$ cat src/rtl/ddc_ctrl_pkg.sv
// rtl/ddc_ctrl_pkg.sv - shared types and helpers for the DDC channel sequencer
package ddc_ctrl_pkg;

    typedef enum logic [1:0] {
        ST_IDLE  = 2'd0,
        ST_FLUSH = 2'd1,
        ST_RUN   = 2'd2
    } state_e;

    // Q subchannel leads I by a quarter turn: 2^(width-2) in LUT address units
    localparam int unsigned QUARTER_SHIFT = 2;

    function automatic int unsigned quarter_turn(input int unsigned phase_width);
        return 32'd1 << (phase_width - QUARTER_SHIFT);
    endfunction

    function automatic logic rate_ok(input int unsigned rate, input int unsigned max_rate);
        return (rate != 0) && (rate <= max_rate);
    endfunction

endpackage

$ cat src/rtl/ddc_strobe_delay.sv
// rtl/ddc_strobe_delay.sv - enable-gated 2-bit shift register aligning strobes with the datapath
module ddc_strobe_delay #(
    parameter int DEPTH = 2
) (
    input  logic       clk_i,
    input  logic       rst_i,
    input  logic       en_i,
    input  logic [1:0] d_i,
    output logic [1:0] q_o
);

    logic [DEPTH-1:0][1:0] stage_q;
    logic [DEPTH-1:0][1:0] stage_d;

    // Shift one stage per enabled cycle, hold otherwise
    always_comb begin
        stage_d = stage_q;
        if (en_i) begin
            stage_d[0] = d_i;
            for (int i = 1; i < DEPTH; i++) begin
                stage_d[i] = stage_q[i-1];
            end
        end
    end

    // Register stages with synchronous clear
    always_ff @(posedge clk_i) begin
        if (rst_i) begin
            stage_q <= '0;
        end else begin
            stage_q <= stage_d;
        end
    end

    assign q_o = stage_q[DEPTH-1];

endmodule

$ cat src/rtl/ddc_ctrl.sv
// rtl/ddc_ctrl.sv - DDC channel sequencer: NCO phase, CIC strobes, frame-aligned reconfiguration
module ddc_ctrl
    import ddc_ctrl_pkg::*;
#(
    parameter int NCO_PHASE_WIDTH = 12,
    parameter int PHASE_ACC_WIDTH = 32,
    parameter int CIC_MAXRATE     = 64,
    parameter int RATE_WIDTH      = 7,
    parameter int PIPE_LAT        = 2,
    parameter int FLUSH_DECIMS    = 5
) (
    input  logic                       clk_i,
    input  logic                       rst_i,
    input  logic                       en_i,
    input  logic                       cfg_valid_i,
    output logic                       cfg_ready_o,
    input  logic [PHASE_ACC_WIDTH-1:0] cfg_ftw_i,
    input  logic [RATE_WIDTH-1:0]      cfg_rate_i,
    input  logic                       cfg_phase_rst_i,
    output logic                       cfg_err_o,
    output logic [NCO_PHASE_WIDTH-1:0] phase_i_o,
    output logic [NCO_PHASE_WIDTH-1:0] phase_q_o,
    output logic                       act_o,
    output logic                       act_out_o,
    output logic                       running_o
);

    localparam int FW = $clog2(FLUSH_DECIMS + 1);
    localparam logic [NCO_PHASE_WIDTH-1:0] QUARTER =
        NCO_PHASE_WIDTH'(quarter_turn(NCO_PHASE_WIDTH));

    state_e                     state_q, state_d;
    logic [PHASE_ACC_WIDTH-1:0] acc_q, acc_d;
    logic [PHASE_ACC_WIDTH-1:0] ftw_q, ftw_d;
    logic [RATE_WIDTH-1:0]      rate_q, rate_d;
    logic [RATE_WIDTH-1:0]      cnt_q, cnt_d;
    logic [FW-1:0]              flush_q, flush_d;
    logic                       pend_valid_q, pend_valid_d;
    logic [PHASE_ACC_WIDTH-1:0] pend_ftw_q, pend_ftw_d;
    logic [RATE_WIDTH-1:0]      pend_rate_q, pend_rate_d;
    logic                       pend_prst_q, pend_prst_d;
    logic                       err_q, err_d;
    logic                       running_q, running_d;
    logic [NCO_PHASE_WIDTH-1:0] phi_i_q, phi_i_d;
    logic [NCO_PHASE_WIDTH-1:0] phi_q_q, phi_q_d;

    logic cfg_fire;
    logic active;
    logic strobe;
    logic apply;
    logic act_raw;
    logic act_out_raw;
    logic [1:0] dly_q;

    // Raw frame strobe and apply qualification; apply only consumes an already-registered config
    always_comb begin
        cfg_fire    = cfg_valid_i & ~pend_valid_q;
        active      = (state_q != ST_IDLE);
        strobe      = en_i & active & (cnt_q == rate_q - RATE_WIDTH'(1));
        apply       = en_i & pend_valid_q & ((state_q == ST_IDLE) | strobe);
        act_raw     = active;
        act_out_raw = strobe & (state_q == ST_RUN);
    end

    // Next-state for config capture, counters, accumulator and FSM
    always_comb begin
        state_d      = state_q;
        acc_d        = acc_q;
        ftw_d        = ftw_q;
        rate_d       = rate_q;
        cnt_d        = cnt_q;
        flush_d      = flush_q;
        pend_valid_d = pend_valid_q;
        pend_ftw_d   = pend_ftw_q;
        pend_rate_d  = pend_rate_q;
        pend_prst_d  = pend_prst_q;
        err_d        = 1'b0;

        if (cfg_fire) begin
            if (rate_ok(32'(cfg_rate_i), CIC_MAXRATE)) begin
                pend_valid_d = 1'b1;
                pend_ftw_d   = cfg_ftw_i;
                pend_rate_d  = cfg_rate_i;
                pend_prst_d  = cfg_phase_rst_i;
            end else begin
                err_d = 1'b1;
            end
        end

        if (en_i && active) begin
            acc_d = acc_q + ftw_q;
            cnt_d = strobe ? '0 : cnt_q + RATE_WIDTH'(1);
            if (strobe && (state_q == ST_FLUSH)) begin
                if (flush_q == FW'(FLUSH_DECIMS - 1)) begin
                    state_d = ST_RUN;
                end else begin
                    flush_d = flush_q + FW'(1);
                end
            end
        end

        // Apply overrides the normal frame bookkeeping and restarts the flush
        if (apply) begin
            ftw_d        = pend_ftw_q;
            rate_d       = pend_rate_q;
            cnt_d        = '0;
            flush_d      = '0;
            pend_valid_d = 1'b0;
            state_d      = ST_FLUSH;
            if (pend_prst_q) begin
                acc_d = '0;
            end
        end

        running_d = (state_d == ST_RUN);
        phi_i_d   = acc_d[PHASE_ACC_WIDTH-1 -: NCO_PHASE_WIDTH];
        phi_q_d   = phi_i_d + QUARTER;
    end

    // State register with synchronous reset
    always_ff @(posedge clk_i) begin
        if (rst_i) begin
            state_q      <= ST_IDLE;
            acc_q        <= '0;
            ftw_q        <= '0;
            rate_q       <= '0;
            cnt_q        <= '0;
            flush_q      <= '0;
            pend_valid_q <= 1'b0;
            pend_ftw_q   <= '0;
            pend_rate_q  <= '0;
            pend_prst_q  <= 1'b0;
            err_q        <= 1'b0;
            running_q    <= 1'b0;
            phi_i_q      <= '0;
            phi_q_q      <= QUARTER;
        end else begin
            state_q      <= state_d;
            acc_q        <= acc_d;
            ftw_q        <= ftw_d;
            rate_q       <= rate_d;
            cnt_q        <= cnt_d;
            flush_q      <= flush_d;
            pend_valid_q <= pend_valid_d;
            pend_ftw_q   <= pend_ftw_d;
            pend_rate_q  <= pend_rate_d;
            pend_prst_q  <= pend_prst_d;
            err_q        <= err_d;
            running_q    <= running_d;
            phi_i_q      <= phi_i_d;
            phi_q_q      <= phi_q_d;
        end
    end

    ddc_strobe_delay #(
        .DEPTH(PIPE_LAT)
    ) u_strobe_delay (
        .clk_i(clk_i),
        .rst_i(rst_i),
        .en_i (en_i),
        .d_i  ({act_out_raw, act_raw}),
        .q_o  (dly_q)
    );

    assign act_o       = dly_q[0];
    assign act_out_o   = dly_q[1];
    assign cfg_ready_o = ~pend_valid_q;
    assign cfg_err_o   = err_q;
    assign running_o   = running_q;
    assign phase_i_o   = phi_i_q;
    assign phase_q_o   = phi_q_q;

endmodule

$ cat config.mk
export PLATFORM = sky130hd
export DESIGN_NAME = ddc_ctrl
export DESIGN_NICKNAME = d
export VERILOG_FILES = /design/src/rtl/ddc_ctrl_pkg.sv /design/src/rtl/ddc_strobe_delay.sv /design/src/rtl/ddc_ctrl.sv
export SDC_FILE = /design/constraint.sdc
export NUM_CORES = 1
export LEC_CHECK = 0
export BUFFER_PORTS_ARGS = -buffer_cell sky130_fd_sc_hd__clkbuf_2
export CAP_MARGIN = 20
export CORE_MARGIN = 2
export CORE_UTILIZATION = 55
export CTS_CLUSTER_SIZE = 16
export DETAILED_ROUTE_END_ITERATION = 16
export PLACE_DENSITY = 0.76
export SYNTH_ARGS = -nofsm -noshare
export SYNTH_HDL_FRONTEND = slang
export SYNTH_HIERARCHICAL = 1
export SYNTH_SLANG_ARGS = --single-unit
$ cat constraint.sdc
create_clock -name clk_i -period 8.35 [get_ports clk_i]
set_input_delay 0.835 -clock clk_i [delete_from_list [all_inputs] [get_ports clk_i]]
set_output_delay 0.835 -clock clk_i [all_outputs]
set_load 0.02 [all_outputs]
==> out/metrics.yaml <==
outcome: "complete, no violations"
final.setup_skew_ps: 5.67
die_y_um: 114
rsz0062_at_grt: "no"
core_um2: 11900
dieArea_um2: 12900
path_class: "reg -> reg"
synthFlopType: "dfxtp_1"
num_vias: 5559
drive_above_1_share_pct: 13.5
clock_sinks: 132
track_usage_pct: 22.4
layout.cells.non_filler: 1030
grtUsageMet1_pct: 29.1
fin_crit_sh_pct: 36.9
syn_inst: 837
worst_hold_path_type: "reg -> reg"
clock_latency_ps: 410
hold_viol_final: 0
cts-root-buf: "clkbuf_16"
wl_per_cell_um: 13.5
place_hpwl_um: 9250
grt_pass1_wl_um: 23500
synth-seq-cells: 132
totalWireLength_um: 13900
max_freq_mhz: 324
via_per_inst: 5.40
synth_top_area_share_pct: 39.9
yosys_warnings: 6
ir_drop_mv: 0.160
arrival_ps: 3380
cp_max_fo: 47
synth.top_cells.by_area: "dfxtp_1, nand2_1, a21oi_1"
n_fill_cell: 1051
port-buffer-count: 72
syn2layout_area_growth_pct: 13.4
start_util_pct: 55.8
hold_depth: 2
ant_nets: 0
fp.dieW_um: 114
synth_area_um2: 6620
grt_max_degree: 89
multiInputGateArea_um2: 3590
synth_commonest_cells: "nand2_1, a21oi_1, dfxtp_1"
cts_tree: "built"
dp.cells: 998
met3_usage_pct: 5.10
htree_num_levels: 4
yosysMostFrequentCell: "nand2_1"
rows: 40
fin_crit_ps: 3080
ctsLongestPathBuffers: 2
r2r_slack_ps: 5270
fin_nets: 950
cap_violations: 0
antenna_found_initial: 0
hold_path_startpoint: "pend_rate_q[4]$_SDFFE_PP0P_"
clkSlewWorstSetupHoldPaths_ps: 60
postCtsHoldBufs: 0
synth-edff-count: 0
synth_area_leader_cell: "dfxtp_1"
reg2reg_depth: 10
synthArstFlopShare_pct: 0
required_ps: 8650
setup.worst_path.end_class: "register"
numCtsBuffers: 17
overflow: 0
synth_nets: 917
dr.pass1.iters: 5
ctsResizeCount: 0
grt_pass1_vias: 5198
slew_viol_final: 0
reg2reg_from: "state_q[1]$_SDFF_PP0_"
post-route-drc-count: 0
whs_endpoint: "rate_q[4]$_SDFFE_PP0N_"
regToRegEndpoint: "acc_q[25]$_SDFF_PP0_"
p_leak_nw: 3.10
final.setup.tns_ps: 0
cp-start-kind: "register"
grt_util_met2_pct: 37.7
n_antenna_cell: 0
avgSynthCellArea_um2: 7.91
relSlewSlack_pct: 33.9
synth_cell_types: 62
p_per_area_nw_per_um2: 201
cts_setup_buffers: 0
busiest_layer: "met2"
tightest_slew_ps: 992
regArea_um2: 2640
first_iter_violations: 303
ys_seq_area_share_pct: 39.9
io_pins: 73
setup_violations: 0
place_congestion: 0.810
## cell type report
type                    count  area share (%)
clock buffers              20            6.08
well taps                 147            2.45
multi-input cells         628            47.8
inverters                  12           0.600
repair buffers             79            5.50
clock inverters            12            2.38
flip-flops and latches    132            35.2
## routing by layer
metal	vias up	wire, um
met4	0	157
met1	2557	6490
met2	86	6800
met3	12	476
li1	2904	-
met5	-	0
## critical path: stages (launching register included)
cell and delay, ps:
dfxtp_1 380, or2_1 240, nand2_1 80, buf_4 280, nor4_2 340, nand4_2 270
a21oi_4 230, a21o_1 790, nor4b_1 110, mux2i_1 160, nand3_1 70
## where the power goes
group | switching [mW] | leakage [nW] | total [mW] | internal (mW)
logic | 0.0484 | 1.72 | 0.0726 | 0.0242
registers | 0.00723 | 1.07 | 0.650 | 0.643
clock network | 0.270 | 0.314 | 0.786 | 0.516
total | 0.326 | 3.10 | 1.51 | 1.18
## state kept, by name, summed over array words and instances, names as in the netlist
signal / count
cnt_q: 7
pend_valid_q: 1
state_q: 2
u_strobe_delay/q_o: 2
phase_q_o: 2
pend_prst_q: 1
ftw_q: 32
running_o: 1
rate_q: 7
acc_q: 32
pend_ftw_q: 32
u_strobe_delay/stage_q: 2
pend_rate_q: 7
cfg_err_o: 1
flush_q: 3
## cell families (layout without fill, tap and decap cells)
family	Yosys count	count (layout)	synth area share, %
buffers and inverters	77	123	6.01
multiplexers	8	8	1.21
XOR/XNOR	40	40	5.29
AND/OR/NAND/NOR	332	332	21.7
adder cells (fa/ha/maj)	36	36	6.92
flip-flops	132	132	39.9
AO/OA/AOI/OAI	212	212	19.0
## per-stage QoR
stage          hold WS, ps  setup slack [ps]  area [um2]  utilization (%)  total power [mW]
2_1_floorplan          432              5700        6620                -             0.712
3_3_place_gp           436              4890        6870             57.9             0.735
3_5_place_dp           442              4840        6870             57.9             0.737
4_1_cts                450              5230        7510             63.3              1.52
5_1_grt                467              4840        7510             63.3              1.56
6_report               451              5270        7510             63.3              1.51
## placed cells by master (no fill, tap or decap), types with 3 or more instances in the layout
| cell | count |
|---|---|
| nand2_1 | 219 |
| a21oi_1 | 132 |
| dfxtp_1 | 132 |
| clkbuf_2 | 71 |
| nor2_1 | 42 |
| ha_1 | 35 |
| xnor2_1 | 26 |
| o21ai_0 | 19 |
| clkbuf_16 | 17 |
| a21o_1 | 16 |
| nand3_1 | 15 |
| xor2_1 | 14 |
| inv_1 | 12 |
| nand4_1 | 8 |
| nand2b_1 | 8 |
| a211oi_1 | 8 |
| mux2i_1 | 8 |
| nor2b_1 | 7 |
| buf_4 | 7 |
| nor3_1 | 6 |
| or3_1 | 6 |
| clkinv_4 | 5 |
| and2_1 | 4 |
| o21a_1 | 4 |
| a211o_1 | 4 |
| bufinv_16 | 4 |
| o211ai_1 | 3 |
| clkinv_2 | 3 |
## worst max-delay path by stage
| stage | from | endpoint | slack (ps) | cells past startpoint |
|---|---|---|---|---|
| 3_3_place_gp | en_i | acc_q[25]$_SDFF_PP0_ | 4890 | 10 |
| 4_1_cts | state_q[1]$_SDFF_PP0_ | acc_q[25]$_SDFF_PP0_ | 5230 | 10 |
| 3_5_place_dp | en_i | acc_q[25]$_SDFF_PP0_ | 4840 | 10 |
| 6_report | state_q[1]$_SDFF_PP0_ | acc_q[25]$_SDFF_PP0_ | 5270 | 10 |
| 2_1_floorplan | acc_q[0]$_SDFF_PP0_ | phase_q_o[11]$_SDFF_PP0_ | 5700 | 11 |
| 5_1_grt | state_q[1]$_SDFF_PP0_ | acc_q[25]$_SDFF_PP0_ | 4840 | 10 |
Power figures use the tool's default switching activity.
